<file path="src/rtl/dlfloat_dot_acc.sv">
// rtl/dlfloat_dot_acc.sv - pipelined DLFloat16 dot-product accumulator with valid/ready flow control
// Optional DLFLOAT_SAT_EN: saturate/flush out-of-range exponents instead of wrapping modulo 64.
module dlfloat_dot_acc #(
    parameter int ACC_LEN = 4,
    parameter int CNT_W   = 8
) (
    input  logic             clk,
    input  logic             rst_n,
    input  logic             clr,
    input  logic             in_valid,
    output logic             in_ready,
    input  logic [15:0]      in_a,
    input  logic [15:0]      in_b,
    output logic             out_valid,
    input  logic             out_ready,
    output logic [15:0]      out_data,
    output logic [CNT_W-1:0] beat_cnt
);

    localparam logic [CNT_W-1:0] LAST = CNT_W'(ACC_LEN - 1);

    function automatic logic [15:0] fp_pack(input logic s, input logic signed [9:0] e,
                                            input logic [8:0] m);
        logic unused_hi;
        unused_hi = ^e[9:6];
`ifdef DLFLOAT_SAT_EN
        if (e > 10'sd62) return s ? 16'hFDFF : 16'h7DFF;
        if (e < 10'sd1) return 16'h0000;
`endif
        return {s, e[5:0], m};
    endfunction

    function automatic logic [15:0] fp_mul(input logic [15:0] a, input logic [15:0] b);
        logic [19:0]       prod;
        logic signed [9:0] e;
        logic [8:0]        m;
        logic              unused_lo;
        if (a == 16'hFFFF || b == 16'hFFFF) return 16'hFFFF;
        if (a == 16'h0000 || b == 16'h0000) return 16'h0000;
        prod = {1'b1, a[8:0]} * {1'b1, b[8:0]};
        unused_lo = ^prod[8:0];
        e = $signed({4'b0, a[14:9]}) + $signed({4'b0, b[14:9]}) - 10'sd31;
        if (prod[19]) begin
            e = e + 10'sd1;
            m = prod[18:10];
        end else begin
            m = prod[17:9];
        end
        return fp_pack(a[15] ^ b[15], e, m);
    endfunction

    function automatic logic [15:0] fp_add(input logic [15:0] x, input logic [15:0] y);
        logic [15:0]       big, sml;
        logic [10:0]       mb, ms, sum;
        logic [5:0]        d;
        logic signed [9:0] e;
        if (x == 16'hFFFF || y == 16'hFFFF) return 16'hFFFF;
        if (x == 16'h0000) return y;
        if (y == 16'h0000) return x;
        if (x[14:0] >= y[14:0]) begin
            big = x;
            sml = y;
        end else begin
            big = y;
            sml = x;
        end
        d   = big[14:9] - sml[14:9];
        mb  = {2'b01, big[8:0]};
        ms  = {2'b01, sml[8:0]} >> d;
        sum = (big[15] == sml[15]) ? mb + ms : mb - ms;
        if (sum == 11'd0) return 16'h0000;
        e = $signed({4'b0, big[14:9]});
        if (sum[10]) begin
            sum = sum >> 1;
            e   = e + 10'sd1;
        end else begin
            // leading-one search: at most nine shifts bring bit 9 up
            for (int i = 0; i < 9; i++) begin
                if (!sum[9]) begin
                    sum = sum << 1;
                    e   = e - 10'sd1;
                end
            end
        end
        return fp_pack(big[15], e, sum[8:0]);
    endfunction

    logic        stall;
    logic [15:0] p;
    logic        p_vld;
    logic        p_last;
    logic [15:0] acc;
    logic        first;
    logic [15:0] acc_next;

    assign stall    = out_valid & ~out_ready;
    assign in_ready = ~stall & ~clr;
    assign acc_next = first ? p : fp_add(acc, p);

    always_ff @(posedge clk or negedge rst_n) begin
        if (!rst_n) begin
            beat_cnt  <= '0;
            p         <= 16'h0000;
            p_vld     <= 1'b0;
            p_last    <= 1'b0;
            acc       <= 16'h0000;
            first     <= 1'b1;
            out_valid <= 1'b0;
            out_data  <= 16'h0000;
        end else if (clr) begin
            beat_cnt  <= '0;
            p_vld     <= 1'b0;
            first     <= 1'b1;
            out_valid <= 1'b0;
        end else if (!stall) begin
            p_vld <= in_valid;
            if (in_valid) begin
                p        <= fp_mul(in_a, in_b);
                p_last   <= (beat_cnt == LAST);
                beat_cnt <= (beat_cnt == LAST) ? '0 : beat_cnt + 1'b1;
            end
            // not stalled means any held result is being taken this edge
            out_valid <= p_vld & p_last;
            if (p_vld) begin
                if (p_last) begin
                    out_data <= acc_next;
                    first    <= 1'b1;
                end else begin
                    acc   <= acc_next;
                    first <= 1'b0;
                end
            end
        end
    end

endmodule

</file>
<file path="config.mk">
export PLATFORM = sky130hd
export DESIGN_NAME = dlfloat_dot_acc
export DESIGN_NICKNAME = d
export VERILOG_FILES = /design/src/rtl/dlfloat_dot_acc.sv
export SDC_FILE = /design/constraint.sdc
export NUM_CORES = 1
export LEC_CHECK = 0
export ABC_AREA = 0
export BUFFER_PORTS_ARGS = -buffer_cell sky130_fd_sc_hd__buf_4
export CORE_ASPECT_RATIO = 1.25
export CORE_MARGIN = 3
export CORE_UTILIZATION = 28
export CTS_CLUSTER_SIZE = 10
export DETAILED_ROUTE_END_ITERATION = 6
export HOLD_SLACK_MARGIN = 0.05
export SETUP_SLACK_MARGIN = 0.2
export SLEW_MARGIN = 10
export SYNTH_ARGS = -nofsm -noshare
export SYNTH_HDL_FRONTEND = slang
export SYNTH_SLANG_ARGS = --single-unit
</file>
<file path="constraint.sdc">
create_clock -name clk -period 9.7 [get_ports clk]
set_input_delay 0.485 -clock clk [delete_from_list [all_inputs] [get_ports clk]]
set_output_delay 0.485 -clock clk [all_outputs]
set_load 0.01 [all_outputs]
</file>
==> metrics <==
crit path max-delay cell type=dfrtp_1; Die W=179.3 µm; sequential-to-total area share from yosys stat=0.1430; WHS=0.2340 ns; GRT overflow=0; routed wl met3=1634 µm; PortBufs=62; DR WL/cell=17.73 µm; Num CTS Buffers=9; Final ANT Viol Nets=0; outcome=finished, final reports clean; Max Cap Viol=0; number of flops mapped to enable cells by yosys=0; synthesized area per cell=7.985 µm²; highest metal used=met4; met1 WL=13730 µm; Synthesized Nets=1512; leading area contributor after synthesis=dfrtp_1; drt drc=0; Clk Latency, worst-skew pair=0.33 ns; Vias=10392; Period minus WS final=9.293 ns; max-slew violation count=0; GP Congestion=0.9755; NumNets Final=1622; die height=222.6 µm; Ys Warns=0; CP peak stage delay=0.43 ns; DIE AREA=39910 µm²; Clock transition at path regs=0.06 ns; Post-DP HPWL=26770 µm; Fin Setup TNS=0 ns; clock tree buffer depth=2; First-pass DRT Iterations=5; Finish-stage setup viols=0; n_diodes=0; largest net degree at the start of global routing=61; H-tree depth=3; layout cells sized above 1=0.2013; met2 wire length=16640 µm; initial drt markers=878; Crit path top cell by count=ha_4; area fraction of the dominant cell type after synthesis=0.1405; Max transition margin=0.4361; final non-filler cell total=1911; ys async rst share=1.000; clock root buffer=clkbuf_16; cell area after synthesis=10510 µm²; fmax=107.6 MHz; Slew @ Worst Pin=0.8435 ns; Area Overhead vs Synth=21.71%; CP Data Required Time=9.92 ns; TritonCTS sink count=60; Final Hold Vio Count=0; Max Clock Skew=0.006264 ns; Routed WL=33870 µm; vias in the first global route=10247; unrepaired setup endpoints after global routing=true; Placed Cells=1865; vias per cell=5.438; CP Data Arrival Time=9.51 ns; dominant cells by area after synthesis=dfrtp_1 14%, fa_1 12%, ha_1 11%, nand2_1 5.2%, o21ai_0 4.5%; Setup crit end kind=flop; hold crit path type=primary input to asynchronous set/reset pin; CORE AREA=36700 µm²; #FFs+latches synth=60; startpoint type of the worst setup path=flop; final period utilization=0.9581; Initial Util=0.2864; # rows=78; top_reg_cell synth=dfrtp_1; gr usage total=0.1670; CTS tree=built; maximum fanout along the worst path=21; initial antenna violation count=0; Netlist cell types=94; Setup CP Type=flop to flop; Gate Count Post-Synth=1316; top-level I/O count=63; global-route wire length before repair=54120 µm
[final timing paths]
check | startpoint | endpoint | slack (ns) | depth (start not counted)
worst min-delay path | rst_n | acc[3] | 0.23 | 1
max in group asynchronous | rst_n | p[8] | 8.89 | 1
worst max-delay path | acc[13] | acc[13] | 0.41 | 43
worst min register to register | out_data[6] | out_data[6] | 0.48 | 2
worst max register to register | acc[13] | acc[13] | 0.41 | 43
min in group clk | clr | p_vld | 0.35 | 2
[stage by stage]
stage | instance area (µm²) | worst slack (ns) | utilization
5_1_grt | 12790 | 0.07421 | 0.3485
6_report | 12790 | 0.4066 | 0.3485
4_1_cts | 12300 | 0.2272 | 0.3352
3_3_place_gp | 11980 | 0.1951 | 0.3264
2_1_floorplan | 10660 | 0.2066 | -
3_5_place_dp | 11980 | 0.08471 | 0.3264
[critical path, delay by kind of cell, from the launching register on]
kind	cells	cell delay [ns]
flip-flops	1	0.43
buffers and inverters	6	0.94
XOR/XNOR	5	1.06
AND/OR/NAND/NOR	8	1.12
AO/OA/AOI/OAI	15	3.16
multiplexers	4	1.16
adder cells (fa/ha/maj)	5	1.29
[what timing repair did]
item | CTS | global route
setup buffers | 3 | 27
hold buffers | 0 | 0
setup endpoints to repair | 5 | 10
resized for setup | 2 | 65
pin swaps | 0 | 42
[logic make-up after synthesis]
logic type | Yosys count | share of synthesized area
AOI/OAI and AO/OA | 338 | 0.2135
xor gates and xnor gates | 70 | 0.06227
adders and majority gates | 160 | 0.2353
buffers and inverters | 167 | 0.06132
DFF | 60 | 0.1430
muxes | 53 | 0.05762
and+or+nand+nor | 468 | 0.2271
[synthesized netlist by cell type (8+ instances only)]
library cell and number:
o211ai_1 12, and2_1 56, mux2i_1 32, clkbuf_1 53, xor2_1 25, a21o_1 20
o31ai_1 10, o21ai_0 95, nor2b_1 14, dfrtp_1 59, nor3_1 22, nand2b_1 14
mux2_2 15, nor4_1 25, ha_1 96, nand2_1 146, buf_2 8, inv_1 97
nand3_1 18, a21oi_1 78, nor2_1 87, and3_1 13, fa_1 63, a211oi_1 13
nand4_1 31, xnor2_1 42, a31oi_1 13
[layout make-up]
cell class              instances  area (µm²)
fillers                      3879       23910
multi-input cells            1089        8747
flip-flops and latches         60        1505
repair buffers                167        1272
well taps                     480       600.6
inverters                      99       371.6
clock buffers                  10       229.0
clock inverters                 6       63.81
[layer usage]
| layer | global-route usage | up-vias |
|---|---|---|
| met4 | 0.08310 | 0 |
| met1 | 0.2067 | 5003 |
| met2 | 0.2863 | 363 |
| li1 | - | 4933 |
| met3 | 0.01624 | 93 |
| met5 | 0 | - |
[state kept, by name, summed over array words and instances, names as in the netlist]
name	count
p_vld	1
acc	16
first	1
p	16
p_last	1
out_valid	1
out_data	16
beat_cnt	8
[cell usage in the layout, fill, tap and decap left out, drive strengths merged, types with 6 or more instances in the layout]
cell type and count:
and2 58, a21o 20, or3 8, ha 96
o22ai 7, nor3 23, nor2b 14, nand2b 14
a31oi 13, mux2i 33, fa 63, o2111ai 7
and3 13, buf 167, mux2 17, a21oi 80
inv 100, dfrtp 59, nand4 31, o21ai 101
xor2 25, clkbuf 10, o31ai 11, nor4 28
nand2 146, o211ai 12, and4 8, a211oi 14
nand3 18, xnor2 42, nor2 87, a22oi 6
Power is not shown: default switching activity piles up to over one toggle a cycle in this logic, so the estimate is an artifact.
